**config.mk**
```make
export PLATFORM = sky130hd
export DESIGN_NAME = fetch_ctrl_flat
export DESIGN_NICKNAME = d
export VERILOG_FILES = /design/src/rtl/fetch_ctrl_if.sv /design/src/rtl/fetch_ctrl.sv /design/src/flat_wrapper.sv
export SDC_FILE = /design/constraint.sdc
export NUM_CORES = 1
export LEC_CHECK = 0
export ABC_CLOCK_PERIOD_IN_PS = 4400
export BUFFER_PORTS_ARGS = -buffer_cell sky130_fd_sc_hd__buf_2
export CAP_MARGIN = 25
export CORE_MARGIN = 2
export CORE_UTILIZATION = 30
export DETAILED_ROUTE_END_ITERATION = 12
export PLACE_DENSITY = 0.48
export REMOVE_ABC_BUFFERS = 1
export SLEW_MARGIN = 20
export SYNTH_ARGS = -nofsm -noshare
export SYNTH_HDL_FRONTEND = slang
export SYNTH_SLANG_ARGS = --single-unit
```
**constraint.sdc**
```tcl
create_clock -name clk -period 4.4 [get_ports clk]
set_clock_uncertainty 0.1 [all_clocks]
set_input_delay 0.88 -clock clk [delete_from_list [all_inputs] [get_ports clk]]
set_output_delay 0.88 -clock clk [all_outputs]
set_load 0.01 [all_outputs]
```
**src/rtl/fetch_ctrl_if.sv**
```systemverilog
// Bundles the instruction-memory port and the decode-side queue port of fetch_ctrl.
// Signal names keep the controller's point of view (_o driven by fetch_ctrl, _i driven toward it).
interface fetch_ctrl_if #(
    parameter int AWIDTH = 32,
    parameter int DWIDTH = 32
);
    // Handshakes: a memory request transfers on a cycle where imem_req_o && imem_gnt_i;
    // the response transfers on a cycle with imem_rvalid_i (always accepted).
    // A decode transfer happens on a cycle where insn_valid_o && insn_ready_i; while
    // insn_valid_o is high and insn_ready_i low, pc_o/insn_o are held stable.
    logic              imem_req_o;
    logic [AWIDTH-1:0] imem_addr_o;
    logic              imem_gnt_i;
    logic              imem_rvalid_i;
    logic [DWIDTH-1:0] imem_rdata_i;
    logic              redirect_i;
    logic [AWIDTH-1:0] redirect_pc_i;
    logic              halt_i;
    logic              insn_valid_o;
    logic              insn_ready_i;
    logic [AWIDTH-1:0] pc_o;
    logic [DWIDTH-1:0] insn_o;
    logic              misalign_o;

    modport master (
        output imem_req_o, imem_addr_o, insn_valid_o, pc_o, insn_o, misalign_o,
        input  imem_gnt_i, imem_rvalid_i, imem_rdata_i, redirect_i, redirect_pc_i,
               halt_i, insn_ready_i
    );

    modport slave (
        input  imem_req_o, imem_addr_o, insn_valid_o, pc_o, insn_o, misalign_o,
        output imem_gnt_i, imem_rvalid_i, imem_rdata_i, redirect_i, redirect_pc_i,
               halt_i, insn_ready_i
    );
endinterface

```
**src/rtl/fetch_ctrl.sv**
```systemverilog
// Instruction-fetch controller: owns the PC, one outstanding imem read, 2-entry queue to decode.
// Optional macro FETCH_CTRL_ALIGN_CHECK_EN adds misaligned-redirect detection and a HALTED state.
module fetch_ctrl #(
    parameter int                 AWIDTH    = 32,
    parameter int                 DWIDTH    = 32,
    parameter logic [AWIDTH-1:0]  BASE_ADDR = 32'h0100_0000
) (
    input  logic          clk,
    input  logic          reset,
    fetch_ctrl_if.master  bus,
    output logic [2:0]    dbg_state_o
);

    typedef enum logic [2:0] {
        S_IDLE   = 3'd0,
        S_REQ    = 3'd1,
        S_WAIT   = 3'd2,
        S_FLUSH  = 3'd3
`ifdef FETCH_CTRL_ALIGN_CHECK_EN
        ,
        S_HALTED = 3'd4
`endif
    } state_e;

    state_e            state_q, state_d;
    logic [AWIDTH-1:0] pc_q, pc_d;
    logic [AWIDTH-1:0] issue_pc_q, issue_pc_d;
    logic              req_q, req_d;

    logic [AWIDTH-1:0] q_pc_q   [2];
    logic [AWIDTH-1:0] q_pc_d   [2];
    logic [DWIDTH-1:0] q_insn_q [2];
    logic [DWIDTH-1:0] q_insn_d [2];
    logic              wr_ptr_q, wr_ptr_d;
    logic              rd_ptr_q, rd_ptr_d;
    logic [1:0]        count_q, count_d;

    logic              redirect_act;
    logic [AWIDTH-1:0] redir_pc;
    logic              push_en;
    logic              pop_en;
    logic [1:0]        count_after;

`ifdef FETCH_CTRL_ALIGN_CHECK_EN
    logic              misalign_q, misalign_d;
    logic              redir_misaligned;

    assign redir_pc         = bus.redirect_pc_i;
    assign redir_misaligned = (bus.redirect_pc_i[1:0] != 2'b00);
    // Once HALTED, only reset brings the controller back; redirects are ignored.
    assign redirect_act     = bus.redirect_i && (state_q != S_HALTED);
    assign bus.misalign_o   = misalign_q;
`else
    logic              unused_redir_lsb;

    assign redir_pc         = {bus.redirect_pc_i[AWIDTH-1:2], 2'b00};
    assign unused_redir_lsb = ^bus.redirect_pc_i[1:0];
    assign redirect_act     = bus.redirect_i;
    assign bus.misalign_o   = 1'b0;
`endif

    // A redirect clears the queue on the same edge, so it overrides any push or pop.
    assign push_en     = (state_q == S_WAIT) && bus.imem_rvalid_i && !redirect_act;
    assign pop_en      = bus.insn_valid_o && bus.insn_ready_i && !redirect_act;
    assign count_after = count_q + {1'b0, push_en} - {1'b0, pop_en};

    // ---------------- FSM next state ----------------
    always_comb begin
        state_d    = state_q;
        pc_d       = pc_q;
        issue_pc_d = issue_pc_q;
`ifdef FETCH_CTRL_ALIGN_CHECK_EN
        misalign_d = misalign_q;
`endif

        case (state_q)
            S_IDLE: begin
                if (!bus.halt_i && (count_q != 2'd2)) state_d = S_REQ;
            end
            S_REQ: begin
                if (bus.imem_gnt_i) begin
                    issue_pc_d = pc_q;
                    pc_d       = pc_q + AWIDTH'(4);
                    state_d    = S_WAIT;
                end
            end
            S_WAIT: begin
                if (bus.imem_rvalid_i) begin
                    state_d = (!bus.halt_i && (count_after != 2'd2)) ? S_REQ : S_IDLE;
                end
            end
            S_FLUSH: begin
                if (bus.imem_rvalid_i) state_d = S_IDLE;
            end
            default: state_d = state_q;
        endcase

        if (redirect_act) begin
            pc_d = redir_pc;
            case (state_q)
                S_IDLE:  state_d = bus.halt_i ? S_IDLE : S_REQ;
                // A grant in the redirect cycle means a stale response is still owed.
                S_REQ:   state_d = bus.imem_gnt_i ? S_FLUSH : S_REQ;
                S_WAIT:  state_d = bus.imem_rvalid_i ? S_IDLE : S_FLUSH;
                S_FLUSH: state_d = bus.imem_rvalid_i ? S_IDLE : S_FLUSH;
                default: state_d = state_q;
            endcase
`ifdef FETCH_CTRL_ALIGN_CHECK_EN
            if (redir_misaligned) begin
                misalign_d = 1'b1;
                state_d    = S_HALTED;
            end
`endif
        end
    end

    assign req_d = (state_d == S_REQ);

    // ---------------- Instruction queue ----------------
    always_comb begin
        q_pc_d   = q_pc_q;
        q_insn_d = q_insn_q;
        wr_ptr_d = wr_ptr_q;
        rd_ptr_d = rd_ptr_q;
        count_d  = count_q;

        if (redirect_act) begin
            wr_ptr_d = 1'b0;
            rd_ptr_d = 1'b0;
            count_d  = 2'd0;
        end else begin
            if (push_en) begin
                q_pc_d[wr_ptr_q]   = issue_pc_q;
                q_insn_d[wr_ptr_q] = bus.imem_rdata_i;
                wr_ptr_d           = ~wr_ptr_q;
            end
            if (pop_en) rd_ptr_d = ~rd_ptr_q;
            count_d = count_after;
        end
    end

    // ---------------- State registers ----------------
    always_ff @(posedge clk or negedge reset) begin
        if (!reset) begin
            state_q     <= S_IDLE;
            pc_q        <= BASE_ADDR;
            issue_pc_q  <= '0;
            req_q       <= 1'b0;
            q_pc_q[0]   <= '0;
            q_pc_q[1]   <= '0;
            q_insn_q[0] <= '0;
            q_insn_q[1] <= '0;
            wr_ptr_q    <= 1'b0;
            rd_ptr_q    <= 1'b0;
            count_q     <= 2'd0;
        end else begin
            state_q     <= state_d;
            pc_q        <= pc_d;
            issue_pc_q  <= issue_pc_d;
            req_q       <= req_d;
            q_pc_q[0]   <= q_pc_d[0];
            q_pc_q[1]   <= q_pc_d[1];
            q_insn_q[0] <= q_insn_d[0];
            q_insn_q[1] <= q_insn_d[1];
            wr_ptr_q    <= wr_ptr_d;
            rd_ptr_q    <= rd_ptr_d;
            count_q     <= count_d;
        end
    end

`ifdef FETCH_CTRL_ALIGN_CHECK_EN
    always_ff @(posedge clk or negedge reset) begin
        if (!reset) misalign_q <= 1'b0;
        else        misalign_q <= misalign_d;
    end
`endif

    // ---------------- Outputs ----------------
    assign bus.imem_req_o   = req_q;
    assign bus.imem_addr_o  = pc_q;
    assign bus.insn_valid_o = (count_q != 2'd0);
    assign bus.pc_o         = q_pc_q[rd_ptr_q];
    assign bus.insn_o       = q_insn_q[rd_ptr_q];
    assign dbg_state_o      = state_q;

    // ---------------- Protocol properties ----------------
    a_req_hold: assert property (@(posedge clk) disable iff (!reset)
        (bus.imem_req_o && !bus.imem_gnt_i && !bus.redirect_i)
        |=> (bus.imem_req_o && $stable(bus.imem_addr_o)));

    a_no_push_full: assert property (@(posedge clk) disable iff (!reset)
        !(push_en && (count_q == 2'd2)));

endmodule

```
**src/flat_wrapper.sv**
```systemverilog
// flat-port wrapper written by rule: the top's interface ports become plain ports
module fetch_ctrl_flat 
#(
    parameter int                 AWIDTH    = 32,
    parameter int                 DWIDTH    = 32,
    parameter logic [AWIDTH-1:0]  BASE_ADDR = 32'h0100_0000
)
  (clk, reset, dbg_state_o, bus_imem_req_o, bus_imem_addr_o, bus_insn_valid_o, bus_pc_o, bus_insn_o, bus_misalign_o, bus_imem_gnt_i, bus_imem_rvalid_i, bus_imem_rdata_i, bus_redirect_i, bus_redirect_pc_i, bus_halt_i, bus_insn_ready_i);
  fetch_ctrl_if #(.AWIDTH(AWIDTH), .DWIDTH(DWIDTH)) bus_i ();
  input  logic clk;
  input  logic reset;
  output logic [2:0] dbg_state_o;
  output wire logic [$bits(bus_i.imem_req_o)-1:0] bus_imem_req_o;
  output wire logic [$bits(bus_i.imem_addr_o)-1:0] bus_imem_addr_o;
  output wire logic [$bits(bus_i.insn_valid_o)-1:0] bus_insn_valid_o;
  output wire logic [$bits(bus_i.pc_o)-1:0] bus_pc_o;
  output wire logic [$bits(bus_i.insn_o)-1:0] bus_insn_o;
  output wire logic [$bits(bus_i.misalign_o)-1:0] bus_misalign_o;
  input wire logic [$bits(bus_i.imem_gnt_i)-1:0] bus_imem_gnt_i;
  input wire logic [$bits(bus_i.imem_rvalid_i)-1:0] bus_imem_rvalid_i;
  input wire logic [$bits(bus_i.imem_rdata_i)-1:0] bus_imem_rdata_i;
  input wire logic [$bits(bus_i.redirect_i)-1:0] bus_redirect_i;
  input wire logic [$bits(bus_i.redirect_pc_i)-1:0] bus_redirect_pc_i;
  input wire logic [$bits(bus_i.halt_i)-1:0] bus_halt_i;
  input wire logic [$bits(bus_i.insn_ready_i)-1:0] bus_insn_ready_i;
  assign bus_imem_req_o = bus_i.imem_req_o;
  assign bus_imem_addr_o = bus_i.imem_addr_o;
  assign bus_insn_valid_o = bus_i.insn_valid_o;
  assign bus_pc_o = bus_i.pc_o;
  assign bus_insn_o = bus_i.insn_o;
  assign bus_misalign_o = bus_i.misalign_o;
  assign bus_i.imem_gnt_i = bus_imem_gnt_i;
  assign bus_i.imem_rvalid_i = bus_imem_rvalid_i;
  assign bus_i.imem_rdata_i = bus_imem_rdata_i;
  assign bus_i.redirect_i = bus_redirect_i;
  assign bus_i.redirect_pc_i = bus_redirect_pc_i;
  assign bus_i.halt_i = bus_halt_i;
  assign bus_i.insn_ready_i = bus_insn_ready_i;
  fetch_ctrl #(.AWIDTH(AWIDTH), .DWIDTH(DWIDTH), .BASE_ADDR(BASE_ADDR)) u_core (.clk(clk), .reset(reset), .bus(bus_i), .dbg_state_o(dbg_state_o));
endmodule
```
==> metrics.txt, run 1 <==
crit path max fanout=46; clock transition at the registers of the reported paths=0.08 ns; hold path depth=2; WP data arrival=1.97 ns; sw frac=0.317; delay-heaviest family, CP=flip-flops; commonest non-fill, non-tap cell in the layout=dfrtp_1; multi-input combinational cell area=3580 sq um; H-tree depth=4; I/O Pins=173; Root Driver=clkbuf_16; Yosys cell types=40; Max-Cap Viols=0; Post-Synthesis Cells=695; Levels on crit path=3; RD Place Congestion=0.708; Worst VDD drop=0.251 mV; Async SR Flop Fraction=1.00; Relative slew margins=0.489; Post-Synth XOR/XNOR Area=0.0342; LEAKAGE=5.10 nW; count of input and output buffers=165; Clock Sinks=192; Remaining DRCs=0; Clk pwr share=0.268; Post-Synth Adder-Cell Area=0.00436; post_cts resized=0; Post-Syn Area per Cell=12.4 sq um; DR pass1 iterations=4; largest family of logic cells by synthesized area=multiplexers; postcts setup bufs=0; mux contribution to synthesized area=0.247; PD cells=559 nW/um^2; maximum buffer depth of the clock tree=2; CORE AREA=28000 sq um; final worst path period share=0.669; yosys warns=0; antenna violations before repair=0; critical-path cell list=buf_16, mux2_2, buf_2; final WL=20400 microns; sequential power share=0.450; All-Layer GR Usage=0.139; Setup CP Type=reg -> out; min Tclk post-route=2.95 ns; FILL cells=2809; via count=5633; worst reg2reg path depth=8; RSZ-0062 raised after global routing=no; status=completed; # rows=61; first-pass GRT wire length=32800 microns; most frequent cells in the layout=dfrtp_1 (190), mux2_2 (188), buf_2 (164); number of synthesized flops with an enable pin=0; HP Class=reg -> reg; post-layout net count=924; Least-Margin Pin Slew=0.767 ns; number of routed nets with antenna violations=0; DRT iter0 DRCs=210; vias in the first global route=5772; Psw=1.85 mW; initial core utilization=0.307; sequential share of the synthesized area=0.559; dpl ws=1.04 ns; post-synth design cell area=8600 sq um; DR vias/cell=4.54; Congestion Overflow GR=0; slowest CP cell=dfrtp_4; CTS Hold Bufs=0; Die H=173 microns; Final Setup Violations=0; Fin. Hold Viols=0; Pint=3.99 mW; combinational group share of total power=0.282; Synth Area in Compound Gates=0.0227; largest net degree at the start of global routing=94; non-filler cells, final=1240; CTS Buf Count=17; Syn-to-layout area delta=21.6%; hpwl dp=13100 microns; CP max stage delay=0.65 ns; Chip Width=173 microns; fmax=339 MHz; PnR worst setup slack=1.45 ns; Critical Path RT=3.42 ns; CTS tree=done; layout cells sized above 1=0.473; fin. max-slew vios=0; clk_lat worst skew=0.42 ns; Buf/Inv on CP=2; Primary FF master, synth=dfrtp_1; CP Capture Type=output pin; Yosys reg bits=192; WL/cell=16.4 microns; simple-gate area share of the yosys netlist=0.104; die area=30000 sq um; crit start category=register; placed cell count=1208; Reg area=4810 sq um; n_diodes=0
==> power groups by stage <==
stage                     logic (mW)  registers [mW]  clock network, mW
after floorplan                 1.07            2.59                  0
after CTS                       1.66            2.66               1.64
after global routing            1.83            2.71               1.71
after detailed placement        1.65            2.69                  0
final                           1.65            2.63               1.56
after global placement          1.63            2.68                  0
==> flip-flops by register name, indices dropped and copies added (netlist names) <==
signal,count
u_core.rd_ptr_q,1
u_core.wr_ptr_q,1
u_core.q_pc_q,60
u_core.bus.imem_addr_o,30
u_core.count_q,2
u_core.dbg_state_o,3
u_core.issue_pc_q,30
u_core.q_insn_q,64
u_core.bus.imem_req_o,1
==> per-stage QoR <==
stage / hold WS, ns / power (mW) / area, sq um / utilization / setup TNS (ns)
after floorplan: 0.359 / 3.66 / 8400 / - / -21.80
after CTS: 0.405 / 5.96 / 10400 / 0.372 / 0
after global placement: 0.381 / 4.31 / 9840 / 0.351 / 0
after detailed placement: 0.387 / 4.35 / 9840 / 0.351 / 0
final: 0.399 / 5.84 / 10500 / 0.373 / 0
after global routing: 0.413 / 6.25 / 10500 / 0.373 / 0
==> Yosys cell counts, types with 3 or more instances <==
cell,count,area (sq um)
a21oi_1,4,20.0
and2_1,3,18.8
and3_1,6,37.5
and4_1,4,35.0
buf_2,9,45.0
buf_4,5,37.5
clkbuf_1,27,101
dfrtp_1,191,4780
ha_1,3,37.5
inv_1,7,26.3
mux2_2,188,2120
nand2_1,129,484
nand3_1,7,35.0
nand4_1,7,43.8
nor2_1,7,26.3
nor2b_1,3,18.8
nor3_1,7,35.0
o21ai_0,25,125
o21ai_1,7,35.0
xnor2_1,16,140
xor2_1,15,131
==> layer usage <==
layer,wire (microns),GRT usage,part of all wire,vias to the layer above
li1,-,-,-,2689
met1,10000,0.194,0.49,2811
met2,9470,0.223,0.47,121
met3,709,0.0279,0.035,12
met4,143,0.0307,0.0070,0
met5,0,0,0,-
==> logic make-up after synthesis <==
group           Yosys count
flops                   192
mux                     189
simple gates            188
buf+inv                  52
compound gates           38
xor+xnor                 32
fa+ha+maj                 3
other cells               1
==> final timing paths <==
kind | to | slack [ns] | from
max | bus_pc_o[22] | 1.45 | u_core.rd_ptr_q
min | u_core.issue_pc_q[29] | 0.40 | u_core.issue_pc_q[29]
max reg2reg | u_core.bus.imem_req_o | 1.73 | u_core.dbg_state_o[1]
min reg2reg | u_core.issue_pc_q[29] | 0.40 | u_core.issue_pc_q[29]
max in group asynchronous | u_core.issue_pc_q[4] | 2.94 | reset
min in group asynchronous | u_core.q_insn_q[30] | 0.43 | reset
==> worst reg2reg max path, stage by stage, from the launching register on <==
cell	delay, ns
dfrtp_1	0.50
nand2_1	0.14
nor4_1	0.58
ha_1	0.29
xnor3_1	0.32
o21bai_1	0.12
nor4b_1	0.26
nor3_1	0.09
and3_1	0.18
==> cell type report <==
| type | count | share of cell area |
|---|---|---|
| clock inverter | 14 | 0.0163 |
| clock buffer | 17 | 0.0407 |
| tap | 378 | 0.0452 |
| multi-input combinational | 455 | 0.343 |
| sequential | 192 | 0.460 |
| timing repair buffer | 177 | 0.0927 |
| inverter | 7 | 0.00251 |
Note: power is estimated with default switching activity, not from simulation.
==> run 2, diff against run 1 <==
ABC_CLOCK_PERIOD_IN_PS = 2670   (was 4400)
PLACE_DENSITY = 0.5   (was 0.48)
clock period = 2.67 ns   (was 4.4 ns; I/O delays follow)
==> metrics.txt, run 2 (same netlist as run 1, synthesis figures left out) <==
status=completed; Largest regs=u_core.q_insn_q: 64 flops, u_core.q_pc_q: 60 flops; WL/cell=15.9 microns (-3.2%); RSZ-0062 raised after global routing=no; via count=5695 (+1.1%); Biggest register=u_core.q_insn_q; PD cells=916 nW/um^2 (+64%); CTS tree=done; antenna violations before repair=0 (unchanged); Largest register FFs=64 (unchanged); most frequent cells in the layout=dfrtp_1 (190), mux2_2 (188), buf_2 (164); HP Class=in -> reg; LEAKAGE=5.16 nW (+1.0%); Setup CP Type=reg -> reg; n_diodes=0 (unchanged); DRT iter0 DRCs=264 (+26%); final core utilization=0.377 (+0.00349); final worst path period share=0.927; final instance area=10600 sq um (+0.93%); CORE AREA=28000 sq um (unchanged); DR vias/cell=4.56 (+0.29%); critical-path cell list=or2_2, nand2_1, nor2_1, ha_1, inv_1, ha_1, xnor3_1, o21bai_1, nor4b_2, nor3_1, and3_1; layout cells sized above 1=0.478 (+0.00489); CP max stage delay=0.39 ns (-0.26 ns); FILL cells=2821 (+0.43%); min Tclk post-route=2.47 ns; hpwl dp=13300 microns (+1.5%); CTS Buf Count=17 (unchanged); slowest CP cell=dfrtp_1; Clock Sinks=192 (unchanged); post-layout net count=933 (+0.97%); Congestion Overflow GR=0 (unchanged); Chip Width=173 microns (unchanged); delay-heaviest family, CP=simple AND/OR/NAND/NOR gates; I/O Pins=173 (unchanged); All-Layer GR Usage=0.136 (-0.00269); count of input and output buffers=165 (unchanged); non-filler cells, final=1250 (+0.81%); largest net degree at the start of global routing=63 (-33%); Root Driver=clkbuf_16; fmax=404 MHz; CP Capture Type=register; RD Place Congestion=0.729 (+2.9%); die area=30000 sq um (unchanged); crit path max fanout=3 (-93%); postcts setup bufs=0 (unchanged); clock transition at the registers of the reported paths=0.08 ns (about the same); number of routed nets with antenna violations=0 (unchanged); H-tree depth=4 (unchanged); Placement Cell Area=9950 sq um (+1.2%); Fin. Hold Viols=0 (unchanged); DR pass1 iterations=4 (unchanged); Critical Path RT=2.89 ns (-0.53 ns); WP data arrival=2.70 ns (+0.73 ns); Max-Cap Viols=0 (unchanged); Final Setup Violations=0 (unchanged); Remaining DRCs=0 (unchanged); initial core utilization=0.307 (unchanged); vias in the first global route=5869 (+1.7%); first-pass GRT wire length=32500 microns (-0.76%); crit-path most repeated cell=ha_1; placed cell count=1217 (+0.75%); final WL=19900 microns (-2.4%); # rows=61 (unchanged); Buf/Inv on CP=1 (-1); maximum buffer depth of the clock tree=2 (unchanged); crit start category=register; fin. max-slew vios=0 (unchanged); Worst VDD drop=0.370 mV (+47%); commonest non-fill, non-tap cell in the layout=dfrtp_1; Syn-to-layout area delta=22.7%; clk_lat worst skew=0.43 ns (about the same); Die H=173 microns (unchanged)
run 2: cell count changes in the layout (fill, tap and decap cells not counted), sizes merged:
cell | before | now
buf | 176 | 184
clkbuf | 18 | 20
clkinv | 4 | 3
dlygate4sd3 | 0 | 1
run 2: report_power, final:
group / internal (mW) / total (mW) / switching (mW)
clock: 1.35 / 2.57 / 1.22
sequential: 3.79 / 4.32 / 0.531
combinational: 1.48 / 2.78 / 1.30
total: 6.62 / 9.67 / 3.05
run 2: cell type report:
cell class              instances  area [sq um]  share of cell area
multi-input cells             455          3590               0.340
well taps                     378           473              0.0448
repair buffers                186          1070               0.101
clock inverters                13           144              0.0136
inverters                       7          26.3             0.00249
clock buffers                  19           443              0.0420
flip-flops and latches        192          4810               0.456
run 2: per-stage QoR:
stage | power (mW) | hold WS [ns] | setup TNS, ns | setup WS (ns)
after floorplan | 6.03 | 0.138 | -120.37 | -1.74
after CTS | 9.85 | 0.185 | 0 | 0.106
final | 9.67 | 0.209 | 0 | 0.195
after global routing | 10.4 | 0.210 | 0 | 0.0507
after global placement | 7.18 | 0.344 | 0 | 0.147
after detailed placement | 7.22 | 0.334 | 0 | 0.118
run 2: timing repair:
action / in CTS / in global routing
endpoints found under the hold margin: 50 / 0
endpoints found under the setup margin: 0 / 1
hold buffers: 1 / 0
resized for setup: 0 / 1
run 2: final timing paths:
kind	start	endpoint	slack, ns	cells past startpoint
max	u_core.count_q[1]	u_core.bus.imem_req_o	0.20	11
min	bus_redirect_pc_i[11]	u_core.bus.imem_addr_o[11]	0.21	3
max reg2reg	u_core.count_q[1]	u_core.bus.imem_req_o	0.20	11
min reg2reg	u_core.dbg_state_o[2]	u_core.dbg_state_o[2]	0.35	0
max in group asynchronous	reset	u_core.bus.imem_addr_o[24]	1.17	3
min in group asynchronous	reset	u_core.q_insn_q[34]	0.55	2
run 2: worst reg2reg max path, stage by stage (launching register included):
cell,delay (ns)
dfrtp_1,0.39
or2_2,0.28
nand2_1,0.10
nor2_1,0.05
ha_1,0.26
inv_1,0.04
ha_1,0.19
xnor3_1,0.34
o21bai_1,0.12
nor4b_2,0.22
nor3_1,0.09
and3_1,0.18
run 2: metal layers:
| layer | global-route usage | vias up | share of wire |
|---|---|---|---|
| li1 | - | 2713 | - |
| met1 | 0.195 | 2836 | 0.50 |
| met2 | 0.210 | 132 | 0.45 |
| met3 | 0.0274 | 14 | 0.038 |
| met4 | 0.0350 | 0 | 0.011 |
| met5 | 0 | - | 0 |
==> run 3, diff against run 2 <==
CORE_MARGIN = default   (was 2)
==> metrics.txt, run 3 (same netlist as run 1, synthesis figures left out) <==
status=completed; die area=29400 sq um (-2.3%); multi-input combinational cell area=3600 sq um (+0.31%); Clk pwr share=0.263 (-0.003); Chip Width=171 microns (-1.2%); DR vias/cell=4.59 (+0.72%); Psw=2.99 mW (-1.7%); Largest register FFs=64 (unchanged); fmax=397 MHz (-1.7%); PD cells=917 nW/um^2 (about the same); final worst path period share=0.943 (+0.0160); Critical Path RT=2.04 ns (-0.85 ns); critical-path cell list=buf_12, mux2_2, buf_2; Root Driver=clkbuf_16; RD Place Congestion=0.758 (+4.0%); post-layout net count=932 (-0.11%); flop-to-flop setup slack=0.17 ns (-0.03 ns); Largest regs=u_core.q_insn_q: 64 flops, u_core.q_pc_q: 60 flops; largest net degree at the start of global routing=65 (+3.2%); Buf/Inv on CP=2 (+1); RSZ-0062 raised after global routing=no; WP data arrival=1.88 ns (-0.82 ns); placed cell count=1216 (-0.082%); commonest non-fill, non-tap cell in the layout=dfrtp_1; first-pass GRT wire length=32500 microns (about the same); antenna violations before repair=0 (unchanged); sw frac=0.309 (-0.00590); Relative slew margins=0.660; crit path max fanout=30 (+27); number of routed nets with antenna violations=0 (unchanged); final WL=20200 microns (+1.7%); Biggest register=u_core.q_insn_q; Worst VDD drop=0.438 mV (+18%); combinational group share of total power=0.288 (about the same); hpwl dp=13800 microns (+3.8%); FILL cells=2749 (-2.6%); Reg area=4810 sq um (unchanged); TNS Setup=0 ns (unchanged); maximum buffer depth of the clock tree=2 (unchanged); fin. max-slew vios=0 (unchanged); initial core utilization=0.307 (unchanged); layout cells sized above 1=0.478 (about the same); PnR worst setup slack=0.153 ns (-0.0427 ns); Die H=171 microns (-1.2%); I/O Pins=173 (unchanged); Max-Cap Viols=0 (unchanged); CP max stage delay=0.66 ns (+0.27 ns); via count=5727 (+0.56%); crit start category=register; Setup CP Type=reg -> out; Clock Sinks=192 (unchanged); Final Setup Violations=0 (unchanged); non-filler cells, final=1248 (-0.16%); All-Layer GR Usage=0.145 (+0.00874); Congestion Overflow GR=0 (unchanged); DRT iter0 DRCs=285 (+8.0%); most frequent cells in the layout=dfrtp_1 (190), mux2_2 (188), buf_2 (164); HP Class=in -> reg; Least-Margin Pin Slew=0.509 ns; dpl ws=0.112 ns (-0.00629 ns); DR pass1 iterations=4 (unchanged); # rows=61 (unchanged); WL/cell=16.2 microns (+1.8%); sequential power share=0.449 (+0.002); clock transition at the registers of the reported paths=0.07 ns (about the same); Pint=6.69 mW (+1.0%); CTS tree=done; delay-heaviest family, CP=flip-flops; CORE AREA=28000 sq um (unchanged); H-tree depth=4 (unchanged); vias in the first global route=5865 (-0.068%); Remaining DRCs=0 (unchanged); CTS Buf Count=17 (unchanged); Fin. Hold Viols=0 (unchanged); clk_lat worst skew=0.42 ns (about the same); Syn-to-layout area delta=22.8% (about the same); slowest CP cell=dfrtp_4; min Tclk post-route=2.52 ns (+0.0427 ns); Worst Hold Slack=0.211 ns (+0.00173 ns); CP Capture Type=output pin; n_diodes=0 (unchanged); LEAKAGE=5.16 nW (about the same); count of input and output buffers=165 (unchanged)
run 3: cell count changes in the layout (fill, tap and decap cells not counted), sizes merged:
cell      change
inv           -2
bufinv        +1
buf           -1
clkinv        +1
clkinvlp      -1
run 3: path summary, 6_finish.rpt:
kind | start | end | depth (start not counted)
max in group asynchronous | reset | u_core.issue_pc_q[15] | 3
worst max register to register | u_core.count_q[1] | u_core.bus.imem_req_o | 11
worst max-delay path | u_core.rd_ptr_q | bus_pc_o[29] | 3
min in group asynchronous | reset | u_core.q_insn_q[10] | 2
worst min-delay path | bus_redirect_pc_i[10] | u_core.bus.imem_addr_o[10] | 3
worst min register to register | u_core.issue_pc_q[17] | u_core.issue_pc_q[17] | 2
run 3: metrics by stage:
stage | instance area [sq um] | total power [mW] | utilization
floorplan | 8400 | 6.03 | -
global placement | 9960 | 7.18 | 0.356
detailed placement | 9960 | 7.24 | 0.356
CTS | 10500 | 9.83 | 0.376
global route | 10600 | 10.4 | 0.377
finish | 10600 | 9.69 | 0.377
run 3: routing by layer:
layer,global-route usage,wire length [microns],part of all wire
met1,0.198,9800,0.48
met2,0.228,9200,0.45
met3,0.0407,1090,0.054
met4,0.0303,125,0.0062
met5,0,0,0
run 3: cell type report:
type	instances	area share
well taps	378	0.0448
flip-flops and latches	192	0.455
multi-input cells	455	0.341
clock buffers	19	0.0419
repair buffers	185	0.102
clock inverters	12	0.0127
inverters	7	0.00249
run 3: repair_timing:
action                                 4_1_cts  5_1_grt
gates resized for setup                      0        3
setup endpoints to repair                    0        1
endpoints found under the hold margin       31        0
hold buffers                                 1        0
buffers inserted                             0        0
run 3: tightest hold or removal path: stages:
cell     delay, ns
buf_2         0.07
nand2_1       0.04
o21ai_0       0.06
run 3: power by group through the flow:
stage,logic (mW),clock network [mW],registers [mW]
finish,2.79,2.54,4.35
CTS,2.85,2.64,4.35
floorplan,1.76,0,4.27
global route,3.12,2.77,4.48
detailed placement,2.83,0,4.41
global placement,2.80,0,4.39
